<file path="src/rtl/digit_pkg.sv">
// Shared types and constants for the single-digit counter and its segment decoder.
package digit_pkg;

   localparam int WIDTH = 4;

   typedef enum logic {
      RUN   = 1'b0,
      PAUSE = 1'b1
   } state_t;

   // Active-low glyphs, bit 6 = a ... bit 0 = g; entry 15 first, entry 0 last.
   localparam logic [15:0][6:0] SEG_TABLE = {
      7'h38, 7'h30, 7'h42, 7'h31, 7'h60, 7'h08, 7'h04, 7'h00,
      7'h0F, 7'h20, 7'h24, 7'h4C, 7'h06, 7'h12, 7'h4F, 7'h01
   };

endpackage

</file>
<file path="src/rtl/seg7_decode.sv">
// Combinational hex digit to active-low seven-segment lookup.
module seg7_decode
   import digit_pkg::*;
(
   input  logic [WIDTH-1:0] digit,
   output logic [6:0]       seg
);

   // straight table lookup, bit order a..g
   always_comb begin
      seg = SEG_TABLE[digit];
   end

endmodule

</file>
<file path="src/rtl/digit_counter_7seg.sv">
// Single-digit up/down counter with prescaler, pause button and 7-segment output.
//
//   state | meaning
//   ------+-----------------------------------------------------------
//   RUN   | enabled ticks advance the prescaler and step the digit
//   PAUSE | prescaler and digit hold, cnt_en ignored, carry stays 0
//
module digit_counter_7seg
   import digit_pkg::*;
#(
   parameter int MODULUS = 10,
   parameter int DIV     = 1
)
(
   input  logic             clock,
   input  logic             KEY0,
   input  logic             KEY1,
   input  logic             cnt_en,
   input  logic             up,
   input  logic             clear,
   input  logic             load,
   input  logic [WIDTH-1:0] load_value,
   output logic [WIDTH-1:0] value,
   output logic             carry,
   output logic             running,
   output logic             a,
   output logic             b,
   output logic             c,
   output logic             d,
   output logic             e,
   output logic             f,
   output logic             g
);

   localparam int               PW      = (DIV > 1) ? $clog2(DIV) : 1;
   localparam logic [WIDTH-1:0] MAX_VAL = WIDTH'(MODULUS - 1);
   localparam logic [PW-1:0]    PRE_TC  = PW'(DIV - 1);

   state_t           state_q;
   state_t           state_nxt;
   logic             key1_s1;
   logic             key1_s2;
   logic             key1_prev;
   logic             press;
   logic [PW-1:0]    presc_q;
   logic [PW-1:0]    presc_nxt;
   logic [WIDTH-1:0] value_nxt;
   logic             carry_nxt;
   logic [6:0]       seg_nxt;
   logic [6:0]       seg_q;

   // two-flop synchroniser on the button plus a delayed copy for edge detect
   always_ff @(posedge clock or negedge KEY0) begin
      if (!KEY0) begin
         key1_s1   <= 1'b1;
         key1_s2   <= 1'b1;
         key1_prev <= 1'b1;
      end else begin
         key1_s1   <= KEY1;
         key1_s2   <= key1_s1;
         key1_prev <= key1_s2;
      end
   end

   // a press is the high-to-low transition of the synchronised button
   assign press = key1_prev & ~key1_s2;

   // run/pause state register
   always_ff @(posedge clock or negedge KEY0) begin
      if (!KEY0) begin
         state_q <= RUN;
      end else begin
         state_q <= state_nxt;
      end
   end

   // each press flips between RUN and PAUSE
   always_comb begin
      state_nxt = state_q;
      if (press) begin
         case (state_q)
            RUN:     state_nxt = PAUSE;
            PAUSE:   state_nxt = RUN;
            default: state_nxt = RUN;
         endcase
      end
   end

   // next digit, prescaler and carry: clear over load over step
   always_comb begin
      value_nxt = value;
      presc_nxt = presc_q;
      carry_nxt = 1'b0;
      if (clear) begin
         value_nxt = '0;
         presc_nxt = '0;
      end else if (load) begin
         value_nxt = (load_value > MAX_VAL) ? MAX_VAL : load_value;
         presc_nxt = '0;
      end else if ((state_q == RUN) && cnt_en) begin
         if (presc_q == PRE_TC) begin
            presc_nxt = '0;
            if (up) begin
               if (value == MAX_VAL) begin
                  value_nxt = '0;
                  carry_nxt = 1'b1;
               end else begin
                  value_nxt = value + WIDTH'(1);
               end
            end else begin
               if (value == '0) begin
                  value_nxt = MAX_VAL;
                  carry_nxt = 1'b1;
               end else begin
                  value_nxt = value - WIDTH'(1);
               end
            end
         end else begin
            presc_nxt = presc_q + PW'(1);
         end
      end
   end

   // segments decode the next value so they update on the same edge as value
   seg7_decode u_seg7_decode (
      .digit (value_nxt),
      .seg   (seg_nxt)
   );

   // digit, prescaler, carry and segment registers
   always_ff @(posedge clock or negedge KEY0) begin
      if (!KEY0) begin
         value   <= '0;
         presc_q <= '0;
         carry   <= 1'b0;
         seg_q   <= SEG_TABLE[0];
      end else begin
         value   <= value_nxt;
         presc_q <= presc_nxt;
         carry   <= carry_nxt;
         seg_q   <= seg_nxt;
      end
   end

   assign running = (state_q == RUN);
   assign {a, b, c, d, e, f, g} = seg_q;

endmodule

</file>
<file path="config.mk">
export PLATFORM = sky130hd
export DESIGN_NAME = digit_counter_7seg
export DESIGN_NICKNAME = d
export VERILOG_FILES = /design/src/rtl/digit_pkg.sv /design/src/rtl/seg7_decode.sv /design/src/rtl/digit_counter_7seg.sv
export SDC_FILE = /design/constraint.sdc
export NUM_CORES = 1
export LEC_CHECK = 0
export CAP_MARGIN = 15
export CORE_MARGIN = 2
export CORE_UTILIZATION = 53
export DETAILED_ROUTE_END_ITERATION = 10
export PLACE_DENSITY = 0.89
export SLEW_MARGIN = 15
export SYNTH_ARGS = -nofsm -noshare
export SYNTH_HDL_FRONTEND = slang
export SYNTH_SLANG_ARGS = --single-unit
export TNS_END_PERCENT = 50
</file>
<file path="constraint.sdc">
create_clock -name clock -period 7.53 [get_ports clock]
set_clock_uncertainty 0.15 [all_clocks]
set_input_delay 1.1295 -clock clock [delete_from_list [all_inputs] [get_ports clock]]
set_output_delay 1.1295 -clock clock [all_outputs]
set_load 0.01 [all_outputs]
</file>
==> impl_metrics.ini, run 1 <==
[clock_tree]
tritoncts = yes
htreeDepth = 1
holdBufCountCts = 0
clock-sinks = 16
post_cts_resized = 0
cts_buffers = 3
clkLatencyLatePin_ns = 0.27
root_buffer = clkbuf_4
clk_pin_slew_ns = 0.09
post_cts_buffers = 0
clockBufferDepth = 2

[place]
gp_congestion = 0.9334
hpwlAfterDp_um = 1578
placed_cell_area_um2 = 1261
dp_cells = 146
port_buffers = 23

[timing]
setup_viol = 0
max_freq_mhz = 271.3
drv_slew = 0
post-route-period-util_pct = 48.95
max_slew_margin_pct = 43.91
hold_viol = 0
post-route-min-period_ns = 3.686
rsz0062_at_grt = false
worst_slew_pin_slew_ns = 0.8326
fin_setup_tns_ns = 0

[route]
detail-route-antenna-nets = 0
wire_per_inst_um = 13.25
via_count = 813
drt_iter0_drc = 19
drc = 0
first_pass_iters = 4
finalWirelength_um = 1987
avgViaCountPerCell = 5.420

[synth]
synth_fa_ha_area_share_pct = 7.126
async_reset_ff_share_pct = 100.0
synth_edf_count = 0
synthCells = 104
synth_compound_area_share_pct = 19.36
synth-simple-area-share_pct = 15.08
synth_cell_types = 42
synth_top_family_by_area = compound AO/OA/AOI/OAI gates
ys.flop_type = dfrtp_1
avgSynthCellArea_um2 = 10.13
synth_seq_cells = 16
syn_area_um2 = 1054
synth_xor_area_share_pct = 4.157
muxShareOfSynthArea_pct = 5.701
synth_warnings = 0
ys_seq_area_share_pct = 38.48
syn-num-nets = 121

[floorplanning]
ios = 24
die_y_um = 48.59
coreArea_um2 = 1922
die_width_um = 48.59
start_util_pct = 54.82
rows = 16
die-area_um2 = 2361

[power]
p_per_area_nw_per_um2 = 215.2
vdd.ir_drop.worst_mv = 0.09089
leakage_uw = 0.0005772
p_total_uw = 279.2

[min_path]
hold_start = key1_s1
holdCritPathClass = reg2reg
min_delay_path_depth = 0

[outcome]
status = finished clean

[cells_and_area]
final_cell_mix = clkdlybuf4s50_1, dfrtp_1, inv_1
fin_cells = 150
diodes = 0
fill_cells = 153
multiInputGateArea_um2 = 541.8
seqCellArea_um2 = 405.4
final_area_um2 = 1297
final_common_cell = clkdlybuf4s50_1
syn2layout_area_growth_pct = 23.16
drive_gt1_share_pct = 11.38
layout.nets = 141
final_core_util_pct = 67.51

[critical_path]
cp-end-kind = flip-flop
worstSetupStartpointType = input port
critPathMaxFanout = 9
critical_path_arrival_ns = 3.70
worst-setup-path-type = in2reg
r2r-start = state_q
crit_start = up
r2r_cells = 7
cp_data_required_time_ns = 7.54

[global_route]
antenna_found_initial = 0
grt-ovfl-total = 0
grt_max_degree = 17
grt_usage_pct = 18.42
grt_pass1_wl_um = 3436
first_global_vias = 752

[job]
cap_violations = 0
[critical path, cell delays in order]
cell and delay [ns]:
clkdlybuf4s50_1 0.67, xor2_1 0.32, a2111oi_0 0.12, o31ai_1 0.39, nand2b_1 0.24, inv_1 0.11, ha_1 0.23, or2_0 0.23
a32o_1 0.25
[metal layers]
layer  GRT usage [%]  part of all wire [%]
met2           29.86                    49
met5               0                     0
met4           4.762                   1.5
met3           3.704                   5.8
met1           25.40                    44
[state kept, by name, indices dropped and copies added (netlist names)]
name       cells
value          4
key1_s1        1
carry          1
seg_q          7
key1_prev      1
state_q        1
key1_s2        1
[cell families (layout without fill, tap and decap cells)]
kind of cell               Yosys count  count (layout)
AOI/OAI and AO/OA                   25              25
xor gates and xnor gates             5               5
adders and majority gates            6               6
buffers and inverters               18              37
DFF                                 16              16
muxes                                6               6
and+or+nand+nor                     28              28
[synthesized netlist by cell type (all sizes together) (2+ instances only)]
library cell  number  area, µm²
dfrtp             12      300.3
inv                9      33.78
buf                6      48.79
ha                 6      75.07
mux2i              6      60.06
nor2               6      30.03
dfstp              4      105.1
nand2              4      15.01
nand2b             4      25.02
nor2b              4      25.02
o21ai              4      20.02
o31ai              4      30.03
xnor2              4      35.03
a21oi              3      18.77
a21o               2      16.27
and3               2      12.51
clkbuf             2      7.510
nand3              2      10.01
[metrics by stage]
step                hold slack [ns]  setup slack (ns)
floorplan                    0.1952             4.398
global placement             0.1985             3.703
detailed placement           0.2045             3.615
CTS                          0.2180             3.865
global route                 0.2228             3.706
finish                       0.2162             3.844
[path summary, 6_finish.rpt]
kind	end	slack, ns
max in group asynchronous	value[3]	5.70
hold reg to reg	key1_s2	0.22
setup reg to reg	seg_q[1]	4.82
setup / recovery	seg_q[1]	3.84
min in group asynchronous	value[0]	1.11
hold / removal	key1_s2	0.22
[power by group]
| group | total [µW] | internal [µW] | switching (µW) |
|---|---|---|---|
| logic | 114 | 58.1 | 56.1 |
| clock network | 53.0 | 29.3 | 23.7 |
| registers | 112 | 102 | 10.3 |
| total | 279 | 189 | 90.0 |
[area by class of cell]
class / count / share of cell area (%)
multi-input cells: 70 / 41.76
flip-flops and latches: 16 / 31.24
repair buffers: 23 / 17.74
inverters: 10 / 3.857
clock buffers: 4 / 2.797
well taps: 27 / 2.604
Power figures use the tool's default switching activity.
==> inputs of run 2 (changes only) <==
--- a/config.mk
+++ b/config.mk
@@ -7,9 +7,9 @@
 export LEC_CHECK = 0
 export CAP_MARGIN = 15
 export CORE_MARGIN = 2
-export CORE_UTILIZATION = 53
+export CORE_UTILIZATION = 44
 export DETAILED_ROUTE_END_ITERATION = 10
-export PLACE_DENSITY = 0.89
+export PLACE_DENSITY = 0.79
 export SLEW_MARGIN = 15
 export SYNTH_ARGS = -nofsm -noshare
 export SYNTH_HDL_FRONTEND = slang
==> constraint.sdc (replaced) <==
create_clock -name clock -period 3.3 [get_ports clock]
set_clock_uncertainty 0.15 [all_clocks]
set_input_delay 0.495 -clock clock [delete_from_list [all_inputs] [get_ports clock]]
set_output_delay 0.495 -clock clock [all_outputs]
set_load 0.01 [all_outputs]
==> run 2 against run 1 <==
Against the previous run: final cell count rose by 2.7%; register-to-register slack lost 4.2 ns; critical path depth unchanged; routed wire length is 9.3% higher; worst hold slack worse by 0.0034 ns.
==> impl_metrics.ini, run 2 (synthesis results as in run 1) <==
[timing]
setup_viol = 0
post-route-period-util_pct = 87.87
drv_slew = 0
worst_slew_pin_slew_ns = 0.7006
max_freq_mhz = 344.9
post-route-min-period_ns = 2.900
fin_setup_tns_ns = 0
rsz0062_at_grt = false
hold_viol = 0
hold_ws_ns = 0.2128
max_slew_margin_pct = 53.14

[global_route]
grt_usage_pct = 17.80
antenna_found_initial = 0
first_global_vias = 787
grt-ovfl-total = 0
grt_pass1_wl_um = 3567
grt_max_degree = 17

[job]
cap_violations = 0

[clock_tree]
root_buffer = clkbuf_4
htreeDepth = 1
cts_buffers = 3
post_cts_resized = 0
holdBufCountCts = 0
clkLatencyLatePin_ns = 0.29
tritoncts = yes
clk_pin_slew_ns = 0.09
post_cts_buffers = 0
clock-sinks = 16
clockBufferDepth = 2

[cells_and_area]
drive_gt1_share_pct = 13.49
largest_registers = seg_q: 7 flops, value: 4 flops
layout.nets = 144
syn2layout_area_growth_pct = 25.42
final_common_cell = clkdlybuf4s50_1
top_register = seg_q
fill_cells = 197
final_cell_mix = clkdlybuf4s50_1, dfrtp_1, inv_1
diodes = 0
largest_reg_flops = 7

[floorplanning]
ios = 24
die-area_um2 = 2802
start_util_pct = 47.17
die_width_um = 52.93
die_y_um = 52.93
coreArea_um2 = 2233
rows = 17

[critical_path]
critPathMaxFanout = 4
r2r-start = value[0]
cp-end-kind = flip-flop
critical_path_arrival_ns = 2.93
cpMaxStageDelayCell = clkdlybuf4s50_1
cp_data_required_time_ns = 3.33
slowest_delay_ns = 0.53
crit_path_cell_trace = clkdlybuf4s50_1, xor2_1, a2111oi_0, o31ai_1, nand2b_1, inv_1, ha_1, or2_0, a32o_1
crit_start = up
worst-setup-path-type = in2reg
worstSetupStartpointType = input port

[outcome]
status = finished clean

[route]
finalWirelength_um = 2172
detail-route-antenna-nets = 0
drc = 0
avgViaCountPerCell = 5.253
via_count = 809
first_pass_iters = 4
wire_per_inst_um = 14.10
drt_iter0_drc = 11

[power]
leakage_uw = 0.0005909
seq_power_share_pct = 39.1
power.switching_uw = 212.9
vdd.ir_drop.worst_mv = 0.2944
netSwitchingFraction_pct = 32.76
p_total_uw = 649.9
clockPowerShare_pct = 19.8
p_int_uw = 436.9
p_per_area_nw_per_um2 = 491.8
pwr-share-comb_pct = 41.1

[place]
gp_congestion = 0.8517
port_buffers = 23
hpwlAfterDp_um = 1649

[min_path]
hold_start = key1_s1
holdCritPathClass = reg2reg
-- run 2: cell count changes in the layout (fill, tap and decap cells not counted) --
| cell | change |
|---|---|
| buf_4 | +3 |
-- run 2: power groups by stage --
stage	clock network, µW	logic, µW	registers, µW
detailed placement	0	267	259
CTS	133	269	255
global placement	0	260	259
global route	142	292	260
floorplan	0	160	262
finish	129	267	254
-- run 2: per-layer routing --
| layer | vias to the layer above | routed length [µm] | share of wire, % | track usage, % |
|---|---|---|---|---|
| li1 | 409 | - | - | - |
| met1 | 384 | 1009 | 46 | 23.51 |
| met2 | 12 | 1079 | 50 | 28.75 |
| met3 | 4 | 48 | 2.2 | 3.672 |
| met4 | 0 | 34 | 1.6 | 6.410 |
| met5 | - | 0 | 0 | 0 |
-- run 2: final cells by class --
| class | instances | area (µm²) | share of cell area (%) |
|---|---|---|---|
| timing repair buffer | 26 | 252.7 | 19.13 |
| tap | 28 | 35.03 | 2.652 |
| sequential | 16 | 405.4 | 30.68 |
| inverter | 10 | 50.05 | 3.788 |
| multi-input combinational | 70 | 541.8 | 41.00 |
| clock buffer | 4 | 36.28 | 2.746 |
-- run 2: final timing paths --
kind	endpoint	slack (ns)	cells after the start
worst max-delay path	seg_q[1]	0.40	9
min in group asynchronous	value[2]	0.47	1
worst min register to register	key1_s2	0.21	0
worst min-delay path	key1_s2	0.21	0
worst max register to register	seg_q[1]	0.60	8
max in group asynchronous	seg_q[5]	2.08	1
-- run 2: worst max-delay path: cells and delay by family --
| kind | cells | cell delay (ns) |
|---|---|---|
| AND/OR/NAND/NOR | 2 | 0.50 |
| XOR/XNOR | 1 | 0.25 |
| AO/OA/AOI/OAI | 3 | 0.79 |
| adder cells (fa/ha/maj) | 1 | 0.24 |
| buffers and inverters | 2 | 0.64 |
-- run 2: through the flow --
step	setup WS, ns	cell area [µm²]	utilization (%)	instances
floorplan	0.8023	1054	-	104
global placement	0.3121	1285	57.54	150
detailed placement	0.1754	1285	57.54	150
CTS	0.4579	1321	59.16	154
global route	0.2276	1321	59.16	154
finish	0.4002	1321	59.16	154
==> inputs of run 3 (changes only) <==
--- a/config.mk
+++ b/config.mk
@@ -9,8 +9,9 @@
 export CORE_MARGIN = 2
 export CORE_UTILIZATION = 44
 export DETAILED_ROUTE_END_ITERATION = 10
+export GPL_ROUTABILITY_DRIVEN = 0
 export PLACE_DENSITY = 0.79
-export SLEW_MARGIN = 15
+export SLEW_MARGIN = 10
 export SYNTH_ARGS = -nofsm -noshare
 export SYNTH_HDL_FRONTEND = slang
 export SYNTH_SLANG_ARGS = --single-unit
==> results of run 3 <==
No change in the layout: final DEF, timing and power equal those of run 2.
